[src/rtl/regfile_bist_pkg.sv]
`default_nettype none
// ============================================================================
// Module      : regfile_bist_pkg
// Description : Shared state codes, default seed and march pattern function
//               for the register-file BIST.
// Revision    : 1.0 - initial release
// ============================================================================
package regfile_bist_pkg;

   localparam logic [2:0] c_IDLE = 3'd0;
   localparam logic [2:0] c_WR0  = 3'd1;
   localparam logic [2:0] c_RD0  = 3'd2;
   localparam logic [2:0] c_WR1  = 3'd3;
   localparam logic [2:0] c_RD1  = 3'd4;
   localparam logic [2:0] c_DONE = 3'd5;

   localparam logic [31:0] c_DEF_SEED = 32'hA5A5_5A5A;

   // Computed at 64 bits; callers keep the low DW bits, which is exact
   // because the pattern is purely bitwise.
   function automatic logic [63:0] exp_data(input logic        pass_sel,
                                            input logic [63:0] addr,
                                            input logic [63:0] seed);
      logic [63:0] v;
      v = seed ^ addr;
      if (pass_sel) v = ~v;
      if (addr == 64'd0) v = '0;
      return v;
   endfunction

endpackage
`default_nettype wire

[src/rtl/regfile_bist_cmp.sv]
`default_nettype none
// ============================================================================
// Module      : regfile_bist_cmp
// Description : Dual read-port comparator; port 1 takes priority on mismatch.
// Revision    : 1.0 - initial release
// ============================================================================
module regfile_bist_cmp #(
   parameter int AW = 5,
   parameter int DW = 32
) (
   input  logic [DW-1:0] rd1,
   input  logic [DW-1:0] rd2,
   input  logic [DW-1:0] exp1,
   input  logic [DW-1:0] exp2,
   input  logic [AW-1:0] ra1,
   input  logic [AW-1:0] ra2,
   output logic          mismatch,
   output logic [AW-1:0] fail_addr_next,
   output logic          fail_port_next
);

   logic w_mis1;
   logic w_mis2;

   assign w_mis1         = (rd1 != exp1);
   assign w_mis2         = (rd2 != exp2);
   assign mismatch       = w_mis1 | w_mis2;
   assign fail_addr_next = w_mis1 ? ra1 : ra2;
   assign fail_port_next = ~w_mis1;

endmodule
`default_nettype wire

[src/rtl/regfile_bist.sv]
`default_nettype none
// ============================================================================
// Module      : regfile_bist
// Description : Two-pass march BIST (true, then complement) for a 3-port
//               register file, reporting the first failing address and port.
// Revision    : 1.0 - initial release
// ============================================================================
module regfile_bist
   import regfile_bist_pkg::*;
#(
   parameter int          NREG = 32,
   parameter int          AW   = 5,
   parameter int          DW   = 32,
   parameter logic [31:0] SEED = c_DEF_SEED
) (
   input  logic          clock,
   input  logic          reset,
   input  logic          start,
   output logic          we3,
   output logic [AW-1:0] wa3,
   output logic [DW-1:0] wd3,
   output logic [AW-1:0] ra1,
   output logic [AW-1:0] ra2,
   input  logic [DW-1:0] rd1,
   input  logic [DW-1:0] rd2,
   output logic          busy,
   output logic          done,
   output logic          pass,
   output logic [AW-1:0] fail_addr,
   output logic          fail_port
);

   localparam logic [AW-1:0] c_LAST = AW'(NREG - 1);

   logic [2:0]    r_state;
   logic [AW-1:0] r_cnt;
   logic          r_done;
   logic          r_pass;
   logic [AW-1:0] r_fail_addr;
   logic          r_fail_port;

   logic          w_wr;
   logic          w_rd;
   logic          w_sel;
   logic          w_last;
   logic [AW-1:0] w_ra1;
   logic [AW-1:0] w_ra2;
   logic [DW-1:0] w_exp1;
   logic [DW-1:0] w_exp2;
   logic          w_mismatch;
   logic [AW-1:0] w_fail_addr_next;
   logic          w_fail_port_next;

   function automatic logic [DW-1:0] exp_dw(input logic sel, input logic [AW-1:0] a);
      return DW'(exp_data(sel, 64'(a), 64'(SEED)));
   endfunction

   // Port drive is a pure decode of state and counter, so it is zero when idle.
   assign w_wr   = (r_state == c_WR0) || (r_state == c_WR1);
   assign w_rd   = (r_state == c_RD0) || (r_state == c_RD1);
   assign w_sel  = (r_state == c_WR1) || (r_state == c_RD1);
   assign w_last = (r_cnt == c_LAST);
   assign w_ra1  = w_rd ? r_cnt : '0;
   assign w_ra2  = w_rd ? (c_LAST - r_cnt) : '0;
   assign w_exp1 = exp_dw(w_sel, w_ra1);
   assign w_exp2 = exp_dw(w_sel, w_ra2);

   assign busy      = w_wr | w_rd;
   assign we3       = w_wr;
   assign wa3       = w_wr ? r_cnt : '0;
   assign wd3       = w_wr ? exp_dw(w_sel, r_cnt) : '0;
   assign ra1       = w_ra1;
   assign ra2       = w_ra2;
   assign done      = r_done;
   assign pass      = r_pass;
   assign fail_addr = r_fail_addr;
   assign fail_port = r_fail_port;

   regfile_bist_cmp #(
      .AW (AW),
      .DW (DW)
   ) u_cmp (
      .rd1            (rd1),
      .rd2            (rd2),
      .exp1           (w_exp1),
      .exp2           (w_exp2),
      .ra1            (w_ra1),
      .ra2            (w_ra2),
      .mismatch       (w_mismatch),
      .fail_addr_next (w_fail_addr_next),
      .fail_port_next (w_fail_port_next)
   );

   always_ff @(posedge clock) begin
      if (reset) begin
         r_state     <= c_IDLE;
         r_cnt       <= '0;
         r_done      <= 1'b0;
         r_pass      <= 1'b0;
         r_fail_addr <= '0;
         r_fail_port <= 1'b0;
      end else begin
         case (r_state)
            c_IDLE, c_DONE: begin
               if (start) begin
                  r_state     <= c_WR0;
                  r_cnt       <= '0;
                  r_done      <= 1'b0;
                  r_pass      <= 1'b0;
                  r_fail_addr <= '0;
                  r_fail_port <= 1'b0;
               end
            end
            c_WR0, c_WR1: begin
               if (w_last) begin
                  r_cnt   <= '0;
                  r_state <= (r_state == c_WR0) ? c_RD0 : c_RD1;
               end else begin
                  r_cnt <= r_cnt + 1'b1;
               end
            end
            c_RD0, c_RD1: begin
               if (w_mismatch) begin
                  r_state     <= c_DONE;
                  r_cnt       <= '0;
                  r_done      <= 1'b1;
                  r_pass      <= 1'b0;
                  r_fail_addr <= w_fail_addr_next;
                  r_fail_port <= w_fail_port_next;
               end else if (w_last) begin
                  r_cnt <= '0;
                  if (r_state == c_RD0) begin
                     r_state <= c_WR1;
                  end else begin
                     r_state     <= c_DONE;
                     r_done      <= 1'b1;
                     r_pass      <= 1'b1;
                     r_fail_addr <= '0;
                     r_fail_port <= 1'b0;
                  end
               end else begin
                  r_cnt <= r_cnt + 1'b1;
               end
            end
            default: begin
               r_state <= c_IDLE;
               r_cnt   <= '0;
            end
         endcase
      end
   end

endmodule
`default_nettype wire

[config.mk]
export PLATFORM = sky130hd
export DESIGN_NAME = regfile_bist
export DESIGN_NICKNAME = d
export VERILOG_FILES = /design/src/rtl/regfile_bist_pkg.sv /design/src/rtl/regfile_bist_cmp.sv /design/src/rtl/regfile_bist.sv
export SDC_FILE = /design/constraint.sdc
export NUM_CORES = 1
export LEC_CHECK = 0
export ABC_CLOCK_PERIOD_IN_PS = 3000
export BUFFER_PORTS_ARGS = -buffer_cell sky130_fd_sc_hd__buf_2
export CORE_ASPECT_RATIO = 0.8
export CORE_UTILIZATION = 45
export DETAILED_ROUTE_END_ITERATION = 16
export PLACE_DENSITY = 0.8
export SLEW_MARGIN = 40
export SYNTH_ARGS = -nofsm -noshare
export SYNTH_HDL_FRONTEND = slang
export SYNTH_SLANG_ARGS = --single-unit
export TNS_END_PERCENT = 10
[constraint.sdc]
create_clock -name clock -period 3 [get_ports clock]
set_input_delay 0.3 -clock clock [delete_from_list [all_inputs] [get_ports clock]]
set_output_delay 0.3 -clock clock [all_outputs]
set_load 0.05 [all_outputs]
==> metrics list <==
* Worst path arrival time: 2.98 ns
- Number of setup violations in the final report: 0
- Clock share of power: 0.305
* Cell type with the highest aggregate area in the netlist: dfxtp_1
- The layout has 467 filler cells.
- Of the synthesized area, sequential elements account for 0.146.
- First-pass GRT wire length: 10,700 µm
- Most frequent cell after synthesis: nor2_1
- Global routing finished with a remaining overflow of 0.
- RSZ-0062 raised after global routing: no
* Post-layout minimum cycle time: 2.85 ns
* Post-synth top flop: dfxtp_1
- The number of antenna violations at the first check in global routing is 0.
- Synthesis-to-layout area growth: 29.3%
* Switching power: 0.212 mW
- Total Routing Usage GR: 0.258
* Layout net count: 479
- In this run, synthesis produced a sequential element count of 16.
- The worst setup path is launched from a flop.
- CP max FO: 13
* Total core area: 4620 µm²
- After the first detailed-routing iteration, the DRC count stood at 194.
* Max Transition Viols Final: 0
- The tool flagged a number of max-cap violations equal to 0.
* Number of synthesized flops with an enable pin: 0
- Number of levels the H-tree was split into: 1
- Vias in the first global route: 2,325
- Pre-Repair DR Iteration Count: 5
- Post-layout instance area: 2830 µm²
- Maximum root-to-sink buffer count: 2
- In the final layout, the share of cells above drive strength 1 is 0.397.
* Antenna cell count: 0
* Detail Route Antenna Nets: 0
- In this run the core area contains 22 standard-cell rows.
- Switching power as a share of total power: 0.343
- The worst setup path is of the flop to flop kind.
- TritonCTS clock tree: done
* CP Capture Type: flop
- Dividing the detail-routed wire length by the instance count gives 14.6 µm.
- The tree is rooted in a clkbuf_8.
- Dividing the detail-routed via count by the number of cells gives 5.88.
* Post-detail-place hpwl: 5400 µm
- Number of buffers created by CTS: 3
- Height of the die: 64.4 µm
- Relative slew slack: 0.656
- The hold violation count in the final report was 0.
- Yosys warnings: 0
- Routability-driven placement finished with a final weighted congestion of 0.931.
- At the pin with the least slew margin, the transition time is 0.515 ns.
- Initial core utilization: 0.473
- A synthesized cell averages 7.13 µm².
- The run finished with clean final reports.
* CP required: 3.14 ns
- Worst vdd ir: 0.000235 V
- Summed over all cells, the static leakage comes to 1.39 nW.
* Distinct cell type count of the synthesized netlist: 63
- The share of total power dissipated in sequential elements is 0.359.
- Entering global routing, the biggest net connects 18 pins.
- After clock tree synthesis, the clock-pin slew on the worst setup and hold paths is 0.06 ns.
* Fraction of power consumed by combinational cells: 0.336
* Number of top-level design ports: 124
* Port bufs: 123
* Largest cells by area after synthesis: dfxtp_1 (15%), buf_4 (8.9%), nor2_1 (5.7%), nand2_1 (3.8%), a21oi_1 (3.2%)
- Counting every sink on the clock net gives 16.
* Setup TNS after final layout: 0 ns
- Between clock sinks in the finished design, the worst skew comes to 0.00330 ns.
* Count of hold buffers inserted by post-cts repair: 0
- The design draws 0.618 mW.
- Synthesis produced 307 cells.
- Measured along the x axis, the die boundary spans 80.0 µm.
- Counting every net in the synthesized netlist gives 377.
- Worst hold-check path type: input port to flop
- Most common library cells after synthesis: nor2_1 (33), buf_4 (26), nand2_1 (22), dfxtp_1 (16), a21oi_1 (14)
- Of all flip-flops after synthesis, the portion carrying an async set or reset was 0.
* Die area: 5150 µm²
- Placed standard-cell area: 2760 µm²
- Wires add up to 6850 µm.
* Netlist area before placement: 2190 µm²
- The routed layout has 2,750 vias.
- Yosys top cell area share: 0.146
- After detailed routing, the number of remaining DRC violations is 0.
* Source-to-sink clock delay at the later pin of the worst-skew pair: 0.25 ns
- Achievable Freq: 351 MHz
- Power per unit of standard cell area: 218 nW/µm²
- Tcrit/Tclk final: 0.950
- Cell internal power dissipation: 0.406 mW
cell families (layout without fill, tap and decap cells):
kind of cell,after synthesis,after routing,synth area share
xor+xnor,4,4,0.0160
compound gates,77,77,0.264
flops,16,16,0.146
simple gates,145,145,0.381
buf+inv,56,157,0.148
mux,6,6,0.0274
fa+ha+maj,3,3,0.0172
placed cells by master, fill, tap and decap left out, types with 3 or more instances in the layout:
| cell | n |
|---|---|
| buf_2 | 123 |
| nor2_1 | 32 |
| nand2_1 | 22 |
| buf_4 | 20 |
| dfxtp_1 | 15 |
| a21oi_1 | 14 |
| nor3_1 | 10 |
| o21ai_0 | 9 |
| nand4_1 | 9 |
| nor4_1 | 9 |
| inv_1 | 8 |
| nand3_1 | 8 |
| a22o_1 | 8 |
| and2_1 | 7 |
| or4_1 | 7 |
| and3_1 | 6 |
| nor2b_1 | 6 |
| o2bb2ai_1 | 6 |
| mux2i_1 | 6 |
| nand2b_1 | 5 |
| a211oi_1 | 5 |
| or3_1 | 4 |
| o31ai_1 | 4 |
| clkbuf_8 | 4 |
| nand4b_1 | 3 |
| nor4bb_1 | 3 |
| a31oi_1 | 3 |
| o211ai_1 | 3 |
| ha_1 | 3 |
worst max-delay path: stages (launching register included):
cell and delay (ns):
dfxtp_1 0.51, nand2b_1 0.27, a221oi_4 0.42, a2111oi_0 0.15
or3_1 0.45, and4_1 0.27, a31oi_2 0.29, o21ai_1 0.10
a32o_1 0.28
repair_timing:
action                                  4_1_cts  5_1_grt
setup buffers                                 0        0
endpoints found under the setup margin        0        8
gates resized for setup                       0        2
path summary, 6_finish.rpt:
check | from | endpoint | slack, ns | depth (start not counted)
setup / recovery | r_state[2] | r_cnt[2] | 0.15 | 8
hold / removal | reset | done | 0.37 | 2
setup reg to reg | r_state[2] | r_cnt[2] | 0.15 | 8
hold reg to reg | fail_addr[3] | fail_addr[3] | 0.49 | 1
per-stage QoR:
step | std cells | util | hold WS (ns) | setup slack (ns)
final | 468 | 0.612 | 0.369 | 0.151
after global routing | 468 | 0.612 | 0.391 | 0.0105
after CTS | 468 | 0.609 | 0.374 | 0.101
after detailed placement | 464 | 0.597 | 0.466 | 0.137
after global placement | 464 | 0.597 | 0.464 | 0.215
after floorplan | 307 | - | 0.498 | -0.130
state kept, by name (all words and copies together), names as in the netlist:
signal and cells:
done 1, fail_port 1, pass 1, r_state 3, r_cnt 5, fail_addr 5
cell type report:
type                       count  area, µm²  area share
clock buffer                   4       55.1      0.0195
sequential                    16        322       0.114
timing repair buffer         143        766       0.271
tap                           60       75.1      0.0265
multi-input combinational    235       1580       0.557
inverter                      10       37.5      0.0133
routing by layer:
metal	track usage	routed length [µm]	up-vias
li1	-	-	1341
met1	0.359	3070	1253
met2	0.431	3110	152
met3	0.0357	652	4
met4	0.0357	23	0
met5	0	0	-
power groups by stage:
stage                     registers [mW]  clock network (mW)  logic [mW]
after floorplan                    0.221                   0       0.130
after detailed placement           0.226                   0       0.204
final                              0.222               0.189       0.208
after global placement             0.226                   0       0.201
after global routing               0.222               0.199       0.224
after CTS                          0.221               0.188       0.205
No activity file was read; power rests on OpenSTA's default activity.
